==> config.mk <==
export PLATFORM = sky130hd
export DESIGN_NAME = par_stream_fifo_flat
export DESIGN_NICKNAME = d
export VERILOG_FILES = /design/src/rtl/par_stream_fifo_if.sv /design/src/rtl/par_stream_fifo.sv /design/src/flat_wrapper.sv
export SDC_FILE = /design/constraint.sdc
export NUM_CORES = 1
export LEC_CHECK = 0
export CORE_UTILIZATION = 24
export CTS_CLUSTER_SIZE = 25
export DETAILED_ROUTE_END_ITERATION = 10
export MAX_ROUTING_LAYER = met4
export PLACE_DENSITY = 0.5
export SLEW_MARGIN = 20
export SYNTH_ARGS = -nofsm -noshare
export SYNTH_HDL_FRONTEND = slang
export SYNTH_SLANG_ARGS = --single-unit
==> constraint.sdc <==
create_clock -name clk -period 4.35 [get_ports clk]
set_clock_uncertainty 0.2 [all_clocks]
set_input_delay 0.6525 -clock clk [delete_from_list [all_inputs] [get_ports clk]]
set_output_delay 0.6525 -clock clk [all_outputs]
set_load 0.02 [all_outputs]
==> src/rtl/par_stream_fifo_if.sv <==
// Handshake bundle for par_stream_fifo: multi-word write side, multi-word read side, status flags.
// slave = FIFO side, master = producer/consumer side.
interface par_stream_fifo_if #(
    parameter int DATA_WIDTH = 8,
    parameter int SIZE       = 16,
    parameter int PAR_WRITE  = 2,
    parameter int PAR_READ   = 2
);
    localparam int CW  = $clog2(SIZE + 1);
    localparam int WCW = $clog2(PAR_WRITE + 1);
    localparam int RCW = $clog2(PAR_READ + 1);

    logic                  wr_valid;
    logic [WCW-1:0]        wr_cnt;
    logic [DATA_WIDTH-1:0] wr_data [PAR_WRITE];
    logic                  wr_ready;

    logic                  rd_valid;
    logic [RCW-1:0]        rd_avail;
    logic [DATA_WIDTH-1:0] rd_data [PAR_READ];
    logic [RCW-1:0]        rd_cnt;
    logic                  rd_ready;

    logic [CW-1:0]         count;
    logic                  full;
    logic                  empty;
    logic                  almost_full;
    logic                  almost_empty;

    modport slave (
        input  wr_valid, wr_cnt, wr_data, rd_cnt, rd_ready,
        output wr_ready, rd_valid, rd_avail, rd_data,
               count, full, empty, almost_full, almost_empty
    );

    modport master (
        output wr_valid, wr_cnt, wr_data, rd_cnt, rd_ready,
        input  wr_ready, rd_valid, rd_avail, rd_data,
               count, full, empty, almost_full, almost_empty
    );
endinterface

==> src/rtl/par_stream_fifo.sv <==
// Multi-word elastic FIFO: up to PAR_WRITE words in and PAR_READ words out per cycle, any depth.
// Optional watermark flags enabled by defining PAR_FIFO_WATERMARK_EN.
module par_stream_fifo #(
    parameter int DATA_WIDTH = 8,
    parameter int SIZE       = 16,
    parameter int PAR_WRITE  = 2,
    parameter int PAR_READ   = 2,
    parameter int AF_LEVEL   = SIZE - 2,
    parameter int AE_LEVEL   = 2
) (
    input  logic             clk,
    input  logic             rst,
    par_stream_fifo_if.slave bus
);
    localparam int CW  = $clog2(SIZE + 1);
    localparam int WCW = $clog2(PAR_WRITE + 1);
    localparam int RCW = $clog2(PAR_READ + 1);
    localparam int PW  = (SIZE > 1) ? $clog2(SIZE) : 1;
    localparam int PW1 = PW + 1;

    if (SIZE < PAR_WRITE || SIZE < PAR_READ || AF_LEVEL > SIZE || AE_LEVEL > SIZE) begin : g_bad_cfg
        $error("par_stream_fifo: SIZE must cover PAR_WRITE/PAR_READ and both watermark levels");
    end

    logic [DATA_WIDTH-1:0] mem [SIZE];
    logic [PW-1:0]         wr_ptr;
    logic [PW-1:0]         rd_ptr;
    logic [CW-1:0]         count_q;
    logic [PW-1:0]         wr_addr [PAR_WRITE];
    logic [PW-1:0]         rd_addr [PAR_READ];
    logic [WCW-1:0]        wr_amt;
    logic [RCW-1:0]        rd_amt;
    logic [RCW-1:0]        avail;
    logic                  wr_ready_i;
    logic                  rd_valid_i;
    logic                  wr_fire;

    // ptr < SIZE and inc <= SIZE, so one conditional subtract gives the modulo for any SIZE
    function automatic logic [PW-1:0] ptr_add(input logic [PW-1:0] ptr, input logic [PW1-1:0] inc);
        logic [PW1-1:0] sum;
        sum = {1'b0, ptr} + inc;
        if (sum >= PW1'(SIZE))
            sum = sum - PW1'(SIZE);
        return sum[PW-1:0];
    endfunction

    assign wr_ready_i = (count_q <= CW'(SIZE - PAR_WRITE));
    assign rd_valid_i = (count_q != '0);
    assign avail      = (count_q >= CW'(PAR_READ)) ? RCW'(PAR_READ) : RCW'(count_q);
    assign wr_fire    = bus.wr_valid && wr_ready_i && (bus.wr_cnt != '0);

    always_comb begin
        wr_amt = '0;
        if (wr_fire)
            wr_amt = (bus.wr_cnt > WCW'(PAR_WRITE)) ? WCW'(PAR_WRITE) : bus.wr_cnt;
    end

    always_comb begin
        rd_amt = '0;
        if (bus.rd_ready && rd_valid_i)
            rd_amt = (bus.rd_cnt > avail) ? avail : bus.rd_cnt;
    end

    always_comb begin
        for (int i = 0; i < PAR_WRITE; i++)
            wr_addr[i] = ptr_add(wr_ptr, PW1'(i));
    end

    always_comb begin
        for (int i = 0; i < PAR_READ; i++)
            rd_addr[i] = ptr_add(rd_ptr, PW1'(i));
    end

    // storage is intentionally left out of reset
    always_ff @(posedge clk) begin
        for (int i = 0; i < PAR_WRITE; i++) begin
            if (WCW'(i) < wr_amt)
                mem[wr_addr[i]] <= bus.wr_data[i];
        end
    end

    always_ff @(posedge clk or negedge rst) begin
        if (!rst) begin
            wr_ptr  <= '0;
            rd_ptr  <= '0;
            count_q <= '0;
        end else begin
            wr_ptr  <= ptr_add(wr_ptr, PW1'(wr_amt));
            rd_ptr  <= ptr_add(rd_ptr, PW1'(rd_amt));
            count_q <= count_q + CW'(wr_amt) - CW'(rd_amt);
        end
    end

    always_comb begin
        for (int i = 0; i < PAR_READ; i++)
            bus.rd_data[i] = mem[rd_addr[i]];
    end

    assign bus.wr_ready = wr_ready_i;
    assign bus.rd_valid = rd_valid_i;
    assign bus.rd_avail = avail;
    assign bus.count    = count_q;
    assign bus.full     = (count_q == CW'(SIZE));
    assign bus.empty    = (count_q == '0);

`ifdef PAR_FIFO_WATERMARK_EN
    assign bus.almost_full  = (count_q >= CW'(AF_LEVEL));
    assign bus.almost_empty = (count_q <= CW'(AE_LEVEL));
`else
    assign bus.almost_full  = 1'b0;
    assign bus.almost_empty = 1'b0;
`endif
endmodule

==> src/flat_wrapper.sv <==
// flat-port wrapper written by rule: the top's interface ports become plain ports
module par_stream_fifo_flat 
#(
    parameter int DATA_WIDTH = 8,
    parameter int SIZE       = 16,
    parameter int PAR_WRITE  = 2,
    parameter int PAR_READ   = 2,
    parameter int AF_LEVEL   = SIZE - 2,
    parameter int AE_LEVEL   = 2
)
  (clk, rst, bus_wr_valid, bus_wr_cnt, bus_wr_data, bus_rd_cnt, bus_rd_ready, bus_wr_ready, bus_rd_valid, bus_rd_avail, bus_rd_data, bus_count, bus_full, bus_empty, bus_almost_full, bus_almost_empty);
  par_stream_fifo_if #(.DATA_WIDTH(DATA_WIDTH), .SIZE(SIZE), .PAR_WRITE(PAR_WRITE), .PAR_READ(PAR_READ)) bus_i ();
  input  logic clk;
  input  logic rst;
  input wire logic [$bits(bus_i.wr_valid)-1:0] bus_wr_valid;
  input wire logic [$bits(bus_i.wr_cnt)-1:0] bus_wr_cnt;
  input wire logic [$bits(bus_i.wr_data)-1:0] bus_wr_data;
  input wire logic [$bits(bus_i.rd_cnt)-1:0] bus_rd_cnt;
  input wire logic [$bits(bus_i.rd_ready)-1:0] bus_rd_ready;
  output wire logic [$bits(bus_i.wr_ready)-1:0] bus_wr_ready;
  output wire logic [$bits(bus_i.rd_valid)-1:0] bus_rd_valid;
  output wire logic [$bits(bus_i.rd_avail)-1:0] bus_rd_avail;
  output wire logic [$bits(bus_i.rd_data)-1:0] bus_rd_data;
  output wire logic [$bits(bus_i.count)-1:0] bus_count;
  output wire logic [$bits(bus_i.full)-1:0] bus_full;
  output wire logic [$bits(bus_i.empty)-1:0] bus_empty;
  output wire logic [$bits(bus_i.almost_full)-1:0] bus_almost_full;
  output wire logic [$bits(bus_i.almost_empty)-1:0] bus_almost_empty;
  assign bus_i.wr_valid = bus_wr_valid;
  assign bus_i.wr_cnt = bus_wr_cnt;
  assign bus_i.wr_data = {>>{bus_wr_data}};
  assign bus_i.rd_cnt = bus_rd_cnt;
  assign bus_i.rd_ready = bus_rd_ready;
  assign bus_wr_ready = bus_i.wr_ready;
  assign bus_rd_valid = bus_i.rd_valid;
  assign bus_rd_avail = bus_i.rd_avail;
  assign bus_rd_data = {>>{bus_i.rd_data}};
  assign bus_count = bus_i.count;
  assign bus_full = bus_i.full;
  assign bus_empty = bus_i.empty;
  assign bus_almost_full = bus_i.almost_full;
  assign bus_almost_empty = bus_i.almost_empty;
  par_stream_fifo #(.DATA_WIDTH(DATA_WIDTH), .SIZE(SIZE), .PAR_WRITE(PAR_WRITE), .PAR_READ(PAR_READ), .AF_LEVEL(AF_LEVEL), .AE_LEVEL(AE_LEVEL)) u_core (.clk(clk), .rst(rst), .bus(bus_i));
endmodule
==> metrics <==
run status complete, but fails checks; failing checks design-rule violations; die width 193 um; Leak roughly 3.4 nW; Yosys top cell area share around 44%; Nets 674; via-per-instance ratio 4.99; DP Cell Count ~1100; RSZ-0062 raised after global routing false; area of placed instances 0.00989 sq mm; final hold violation count 0; drt drc 4; total wire length 25.3 mm; crit end category primary output; Worst Path Required between 3 and 4 ns; total CTS buffers 17; Post-Synth Simple-Gate Area roughly 6.6%; reg2reg path depth 16; top_reg_cell synth edfxtp_1; largest family of logic cells by synthesized area multiplexers; Mean Syn Cell Area 15.1 sq um; fmax 0.252 GHz; Async SR Flop Fraction under 10%; critical-path maximum fanout 68; Die Ht between 150 and 200 um; top cells by area, synth edfxtp_1 44%, mux2_2 16%, mux4_2 16%; Seq/Total Area, Yosys about 48%; total negative slack 0 ns; Netlist cell types 47; Compound-Gate Fraction of Synth Area 4.58%; vias 5514; Hold WC Path Type in -> async; XOR/XNOR Fraction of Synth Area 0.999%; crit path DAT 3.11 ns; clock sinks about 140; Post-Synth Adder-Cell Area 3.05%; CTS root buf clkbuf_16; startpoint types flip-flop; n_diodes 0; drt wl/cell 22.9 um; drt first pass iters 8; Post-Layout Cell Count 1105; launching point of the worst reg2reg path u_core.bus.count[3]$_DFF_PN0_; grt total ovfl 0; initial core utilization approximately 25%; fin crit period 3.97 ns; post-synthesis mux area share approximately 34%; Post-CTS Repair Setup Buffers 0; DP HPWL about 17 mm; Final period util around nine tenths; post-route cell area 0.0104 sq mm; share of cells above drive strength 1 43.0%; Post-CTS Hold Buffers 0; First DRT Iteration DRCs 387; Yosys warnings 0; GRT Overall Usage 14.6%; first-pass GRT wire length 37.4 mm; Clock transition at path regs 0.06 ns; clock tree buffer depth 2; Rel. slew slack 47.9%; Port Buf Inserts 50; setup violators final 0; antenna violations before repair 0; number of synthesized flops with an enable pin roughly 130; area growth from synthesis to layout 19.2%; Yosys reg bits 141; Final Wtd Congestion 0.779; die footprint 0.0373 sq mm; largest net degree at the start of global routing a little under 70; worst r2r dst u_core.bus.count[4]$_DFF_PN0_; latest clock arrival within the worst-skew pair 0.42 ns; final core utilization 29.2%; Worst Setup Path Type reg -> out; Max-Cap Viols 0; DRT antenna net count 0; FF-to-FF setup slack 0.81 ns; core area 0.0357 sq mm; post-cts resize count 0; CTS tree built; Top Ports 53; Pwr Density between 600 and 700 mW/mm^2; synthesized area 0.00877 sq mm; max-slew violations 0; # rows 69; Slew @ Worst Pin a little under 0.8 ns; Mapped Cells between 500 and 600; H-tree depth 4; vias in the first global route 5682; Max VDD drop 0.548 mV; largest area contributor in the netlist edfxtp_1
[how the worst max path moves through the flow]
stage                                        from                             to  slack [ns]  cells after the start
floorplan           u_core.bus.count[3]$_DFF_PN0_  u_core.bus.count[4]$_DFF_PN0_        0.89                     16
global placement                    bus_rd_cnt[1]  u_core.bus.count[4]$_DFF_PN0_        0.74                     13
detailed placement                  bus_rd_cnt[1]  u_core.bus.count[4]$_DFF_PN0_        0.68                     13
CTS                    u_core.rd_ptr[0]$_DFF_PN0_                 bus_rd_data[7]        0.33                      7
global route           u_core.rd_ptr[0]$_DFF_PN0_                 bus_rd_data[7]        0.26                      7
finish                 u_core.rd_ptr[0]$_DFF_PN0_                 bus_rd_data[6]        0.38                      6
[routing by layer]
layer / global-route usage [%] / share of wire, %
met1: 18.4 / 45
met2: 23.8 / 49
met3: 2.41 / 3.4
met4: 4.57 / 2.1
met5: - / 0
[layout make-up]
class                           instances  area, sq um
Clock buffer                           19          433
Clock inverter                         13          124
Fill cell                            3669        25300
Inverter                               12         45.0
Multi-Input combinational cell        384         4370
Sequential cell                       141         4170
Tap cell                              461          577
Timing Repair Buffer                   75          726
[Yosys cell counts, drive strengths merged (2+ instances only)]
| cell type | instances |
|---|---|
| o22ai | 10 |
| nor2 | 16 |
| mux4 | 64 |
| a21oi | 14 |
| and2 | 5 |
| buf | 22 |
| xnor2 | 4 |
| a211oi | 16 |
| xor2 | 6 |
| nand3 | 8 |
| nor2b | 16 |
| ha | 15 |
| dfrtp | 13 |
| nor3 | 3 |
| o21ai | 9 |
| mux2 | 128 |
| fa | 4 |
| a31oi | 5 |
| nand2 | 29 |
| nand2b | 3 |
| mux2i | 12 |
| o211a | 2 |
| inv | 11 |
| a21o | 2 |
| or2 | 2 |
| clkbuf | 23 |
| edfxtp | 128 |
[registers in the layout, summed over array words and instances, names as in the netlist]
| register | cells |
|---|---|
| u_core.rd_ptr | 4 |
| u_core.wr_ptr | 4 |
| u_core.mem | 128 |
| u_core.bus.count | 5 |
[placed cells by master (no fill, tap or decap), types with 7 or more instances in the layout]
master / synthesis / final
o22ai_1: 10 / 10
mux2i_1: 12 / 12
nand2_1: 20 / 20
dfrtp_1: 13 / 11
buf_4: 6 / 22
nand2_2: 9 / 9
mux4_2: 64 / 64
mux2_2: 128 / 128
clkdlybuf4s50_1: 0 / 50
a211oi_1: 16 / 16
nor2_4: 9 / 9
nor2b_1: 16 / 16
ha_1: 15 / 15
a21oi_1: 14 / 14
clkbuf_16: 0 / 17
o21ai_0: 9 / 9
edfxtp_1: 128 / 128
nand3_1: 7 / 7
inv_1: 10 / 10
[where the power goes]
group          leakage [nW]  switching [mW]  internal (mW)
clock                 0.269           0.577          0.835
sequential             1.31           0.176           1.67
combinational          1.87            2.05           1.76
total                  3.45            2.80           4.26
[cells by family (layout without fill, tap and decap cells)]
kind of cell | Yosys count | count (layout)
xor+xnor | 10 | 10
compound gates | 61 | 61
fa+ha+maj | 19 | 19
buf+inv | 57 | 119
other cells | 1 | 2
mux | 204 | 204
flops | 141 | 141
simple gates | 88 | 88
[worst max-delay path, cell delays in order (launching register included)]
cell and delay (ns):
dfrtp_4 0.43, buf_12 0.34, mux4_2 0.57, nor2b_1 0.15
a211oi_1 0.42, a21oi_1 0.13, clkdlybuf4s50_1 0.57
[per-stage QoR]
stage          setup WS [ns]  hold WS, ns  total power, mW
6_report               0.383        0.443             7.06
5_1_grt                0.257        0.487             7.44
4_1_cts                0.325        0.454             7.13
3_5_place_dp           0.683        0.437             5.69
3_3_place_gp           0.737        0.439             5.69
2_1_floorplan          0.891        0.157             4.33
Note: power is estimated with default switching activity, not from simulation.
